==> src/rtl/serial_readout_ctrl.sv <==
// Serial readout controller: fetches NWORDS memory words into a frame buffer and
// streams them MSB first. Optional trailing even-parity bit via SERIAL_PARITY_EN.
module serial_readout_ctrl #(
  parameter int DATA_W = 16,
  parameter int ADDR_W = 11,
  parameter int NWORDS = 3,
  parameter int RD_LAT = 1
) (
  input  logic              clk,
  input  logic              rst,
  input  logic              trigger,
  input  logic              read_external,
  input  logic [ADDR_W-1:0] read_addr,
  output logic              mem_rd_en,
  output logic [1:0]        mem_sel,
  output logic [ADDR_W-1:0] mem_addr,
  input  logic [DATA_W-1:0] mem_rdata,
  output logic              serial_out,
  output logic              serial_valid,
  output logic              busy,
  output logic              done
);

  // state | meaning
  // IDLE  | waiting for a qualified rising edge of read_external
  // FETCH | one read strobe per word, sources 0..NWORDS-1
  // WAIT  | draining the memory latency until the last word lands
  // SHIFT | streaming the frame buffer out MSB first
  // DONE  | one-cycle completion pulse

  localparam int FRAME_BITS = NWORDS * DATA_W;
`ifdef SERIAL_PARITY_EN
  localparam int TOTAL_BITS = FRAME_BITS + 1;
`else
  localparam int TOTAL_BITS = FRAME_BITS;
`endif
  localparam int CNT_W = $clog2(TOTAL_BITS);
  localparam logic [CNT_W-1:0] CNT_LOAD = CNT_W'(TOTAL_BITS - 1);
  localparam logic [1:0] LAST_SEL = 2'(NWORDS - 1);

  typedef enum logic [2:0] {IDLE, FETCH, WAIT, SHIFT, DONE} state_t;

  state_t                  state_q, state_d;
  logic                    ext_q;
  logic [ADDR_W-1:0]       addr_q;
  logic [1:0]              fetch_q;
  logic [RD_LAT-1:0]       pipe_vld;
  logic [1:0]              pipe_sel [RD_LAT];
  logic [FRAME_BITS-1:0]   frame_q;
  logic [CNT_W-1:0]        bit_cnt_q;
`ifdef SERIAL_PARITY_EN
  logic                    par_q;
`endif

  logic start, cap_vld, last_cap, last_fetch;
  logic [1:0] cap_sel;

  assign start      = read_external & ~ext_q & trigger;
  assign cap_vld    = pipe_vld[RD_LAT-1];
  assign cap_sel    = pipe_sel[RD_LAT-1];
  assign last_cap   = cap_vld && (cap_sel == LAST_SEL);
  assign last_fetch = (fetch_q == LAST_SEL);
  assign mem_sel    = fetch_q;
  assign mem_addr   = addr_q;

  always_comb begin
    state_d      = state_q;
    mem_rd_en    = 1'b0;
    serial_out   = 1'b0;
    serial_valid = 1'b0;
    done         = 1'b0;
    busy         = 1'b1;
    case (state_q)
      IDLE: begin
        busy = 1'b0;
        if (start) state_d = FETCH;
      end
      FETCH: begin
        mem_rd_en = 1'b1;
        if (last_fetch) state_d = WAIT;
      end
      WAIT: begin
        if (last_cap) state_d = SHIFT;
      end
      SHIFT: begin
        serial_valid = 1'b1;
`ifdef SERIAL_PARITY_EN
        serial_out = (bit_cnt_q == '0) ? par_q : frame_q[FRAME_BITS-1];
`else
        serial_out = frame_q[FRAME_BITS-1];
`endif
        if (bit_cnt_q == '0) state_d = DONE;
      end
      DONE: begin
        done    = 1'b1;
        state_d = IDLE;
      end
      default: state_d = IDLE;
    endcase
  end

  always_ff @(posedge clk) begin
    if (rst) begin
      state_q   <= IDLE;
      ext_q     <= 1'b1;  // a request held high through reset must not start a frame
      addr_q    <= '0;
      fetch_q   <= '0;
      pipe_vld  <= '0;
      for (int i = 0; i < RD_LAT; i++) pipe_sel[i] <= '0;
      frame_q   <= '0;
      bit_cnt_q <= '0;
`ifdef SERIAL_PARITY_EN
      par_q     <= 1'b0;
`endif
    end else begin
      state_q <= state_d;
      ext_q   <= read_external;

      if (state_q == IDLE && start) addr_q <= read_addr;

      if (state_q == FETCH) fetch_q <= last_fetch ? 2'd0 : fetch_q + 2'd1;

      pipe_vld[0] <= mem_rd_en;
      pipe_sel[0] <= fetch_q;
      for (int i = 1; i < RD_LAT; i++) begin
        pipe_vld[i] <= pipe_vld[i-1];
        pipe_sel[i] <= pipe_sel[i-1];
      end

      // word 0 occupies the MSBs so it leaves the shifter first
      if (cap_vld) begin
        for (int w = 0; w < NWORDS; w++)
          if (int'(cap_sel) == w) frame_q[(NWORDS-1-w)*DATA_W +: DATA_W] <= mem_rdata;
      end else if (state_q == SHIFT) begin
        frame_q <= frame_q << 1;
      end

      if (state_q == WAIT && last_cap)
        bit_cnt_q <= CNT_LOAD;
      else if (state_q == SHIFT && bit_cnt_q != '0)
        bit_cnt_q <= bit_cnt_q - CNT_W'(1);

`ifdef SERIAL_PARITY_EN
      if (state_q == IDLE)
        par_q <= 1'b0;
      else if (state_q == SHIFT && bit_cnt_q != '0)
        par_q <= par_q ^ frame_q[FRAME_BITS-1];
`endif
    end
  end

endmodule

==> config.mk <==
export PLATFORM = sky130hd
export DESIGN_NAME = serial_readout_ctrl
export DESIGN_NICKNAME = d
export VERILOG_FILES = /design/src/rtl/serial_readout_ctrl.sv
export SDC_FILE = /design/constraint.sdc
export NUM_CORES = 1
export LEC_CHECK = 0
export BUFFER_PORTS_ARGS = -buffer_cell sky130_fd_sc_hd__buf_2
export CORE_MARGIN = 2
export CORE_UTILIZATION = 61
export DETAILED_ROUTE_END_ITERATION = 7
export PLACE_DENSITY = 0.91
export SLEW_MARGIN = 10
export SYNTH_ARGS = -nofsm -noshare
export SYNTH_HDL_FRONTEND = slang
export SYNTH_SLANG_ARGS = --single-unit
==> constraint.sdc <==
create_clock -name clk -period 2.45 [get_ports clk]
set_input_delay 0.49 -clock clk [delete_from_list [all_inputs] [get_ports clk]]
set_output_delay 0.49 -clock clk [all_outputs]
set_load 0.1 [all_outputs]
==> flow_summary.json <==
{
  "cts_setup_buffers": 0,
  "die_h_um": 79.3,
  "synth_edf_count": 0,
  "grt_pass1_vias": 2878,
  "path_clk_slew_ns": 0.07,
  "gp_congestion": 0.797,
  "syn_inst": 364,
  "rows": 27,
  "skew_ns": 0.00852,
  "insertion_delay_ns": 0.34,
  "cts_buffers": 9,
  "synth_cell_types": 46,
  "start_kind": "flip-flop",
  "syn_avg_cell_area_um2": 9.50,
  "p_per_area_nw_per_um2": 603,
  "max-cap-violations": 0,
  "clockRootBuffer": "clkbuf_8",
  "finalCriticalPeriod_ns": 2.28,
  "viasPerCell": 6.34,
  "syn-num-nets": 397,
  "cp.arrival_ns": 1.79,
  "final_net_count": 427,
  "irDropWorstVdd_uv": 440,
  "synth_top_flop_cell": "dfxtp_1",
  "cp.required_ns": 1.96,
  "grt_max_degree": 48,
  "place_ws_ns": 0.408,
  "path_class": "reg2out",
  "antenna_found_initial": 0,
  "grt_pass1_wl_um": 13200,
  "ant_nets": 0,
  "slew_headroom": 0.469,
  "post_drt_wl_per_cell_um": 16.5,
  "clkSinkCount": 74,
  "drtIter0Drc": 299,
  "cts_max_path_buffers": 2,
  "finalHoldViolCount": 0,
  "rsz0062_at_grt": "false",
  "layout_commonest_cell": "dfxtp_1",
  "wl_um": 7770,
  "period_share": 0.933,
  "ys_warn_count": 0,
  "numPortBuffers": 48,
  "synthArstFlopShare": 0,
  "dr.pass1.iters": 4,
  "layout_setup_ws_ns": 0.165,
  "cts_tree": "done",
  "die-area_um2": 6290,
  "leakage_nw": 1.29,
  "tns_ns": 0,
  "endpoint_kind": "output port",
  "synthTopCellsByArea": "dfxtp_1 (43%), mux2i_1 (14%), a211oi_1 (10%)",
  "fillers": 430,
  "start_util": 0.628,
  "final_cell_mix": "dfxtp_1 (71), nor3_1 (52), mux2i_1 (48), a211oi_1 (48), buf_2 (47)",
  "syn_to_final_growth_pct": 12.5,
  "h-tree-depth": 3,
  "place_hpwl_um": 5040,
  "grt_use_total": 0.262,
  "coreArea_um2": 5510,
  "finalMaxSlewViolations": 0,
  "setup_viol": 0,
  "ys_seq_area_frac": 0.429,
  "worstHoldPathType": "in2reg",
  "grt_overflow": 0,
  "synth_area_leader_cell": "dfxtp_1",
  "netlist_area_um2": 3460,
  "ys_ff_latch": 74,
  "via_count": 2986,
  "drive_gt1_frac": 0.223,
  "worst-slew-pin-transition_ns": 0.797,
  "max_freq_ghz": 0.438,
  "yosysTopAreaCellShare": 0.429,
  "ioPinCount": 49,
  "crit_fanout": 11,
  "drc_errors": 0,
  "diodes": 0,
  "die_x_um": 79.3,
  "outcome": "finished clean"
}
## path summary, 6_finish.rpt
| check | startpoint | endpoint | slack [ns] | depth (start not counted) |
|---|---|---|---|---|
| setup / recovery | state_q[0]$_SDFFE_PP0P_ | serial_out | 0.17 | 4 |
| hold reg to reg | mem_addr[7]$_SDFFE_PP0P_ | mem_addr[7]$_SDFFE_PP0P_ | 0.47 | 2 |
| setup reg to reg | state_q[0]$_SDFFE_PP0P_ | frame_q[29]$_SDFFE_PP0P_ | 0.56 | 3 |
| hold / removal | read_external | ext_q$_SDFF_PP1_ | 0.36 | 2 |
## worst max-delay path, cell delays in order (launching register included)
cell	delay, ns
dfxtp_1	0.53
nand3b_1	0.26
clkinvlp_4	0.20
and2_2	0.15
clkbuf_4	0.32
## report_power, final
group          total (mW)  switching, mW  internal (mW)
sequential           1.23         0.0105           1.22
clock               0.944          0.445          0.500
combinational       0.175          0.117         0.0575
## stage by stage
step	utilization	instance area [um^2]	power, mW	hold WS [ns]	instances
after detailed placement	0.670	3690	1.43	0.464	455
final	0.706	3890	2.35	0.360	471
after floorplan	-	3470	1.37	0.449	364
after CTS	0.706	3880	2.36	0.341	471
after global placement	0.670	3690	1.42	0.457	455
after global routing	0.706	3890	2.43	0.368	471
## state kept, by name, summed over array words and instances, names as in the netlist
signal,cells
cap_vld,1
state_q,3
frame_q,48
mem_sel,2
pipe_sel,2
mem_addr,11
ext_q,1
bit_cnt_q,6
## kinds of logic after synthesis
| logic type | synth area share |
|---|---|
| buf+inv | 0.0630 |
| mux | 0.139 |
| flops | 0.429 |
| fa+ha+maj | 0.00724 |
| compound gates | 0.182 |
| simple gates | 0.180 |
## synthesized netlist by cell type (2+ instances only)
| master | n |
|---|---|
| buf_4 | 3 |
| nand2_1 | 3 |
| dfxtp_1 | 74 |
| buf_2 | 15 |
| a211oi_1 | 48 |
| mux2i_1 | 48 |
| a21oi_1 | 12 |
| and3b_1 | 3 |
| or2_2 | 2 |
| nand3_1 | 11 |
| o21ai_0 | 14 |
| nor2_1 | 6 |
| a31oi_1 | 3 |
| clkbuf_1 | 16 |
| nor3b_1 | 5 |
| ha_1 | 2 |
| buf_6 | 3 |
| or2_1 | 2 |
| nor2b_1 | 3 |
| nand3b_1 | 5 |
| nand4_1 | 2 |
| inv_1 | 6 |
| or3b_2 | 2 |
| nand2b_1 | 3 |
| nor3_1 | 52 |
## per-layer routing
metal / wire, um / GRT usage / part of all wire
met4: 170 / 0.109 / 0.022
met3: 555 / 0.0466 / 0.071
met5: 0 / 0 / 0
met1: 3410 / 0.356 / 0.44
met2: 3640 / 0.411 / 0.47
## area by class of cell
type / instances / area (um^2) / share of cell area
clock buffer: 12 / 145 / 0.0373
clock inverter: 4 / 51.3 / 0.0132
inverter: 6 / 26.3 / 0.00675
multi-input combinational: 246 / 1770 / 0.455
sequential: 74 / 1490 / 0.382
tap: 72 / 90.1 / 0.0232
timing repair buffer: 57 / 323 / 0.0830
## repair_timing
action / 4_1_cts / 5_1_grt
gates resized for setup: 0 / 3
hold buffers: 0 / 0
endpoints found under the setup margin: 0 / 1
No activity file was read; power rests on OpenSTA's default activity.
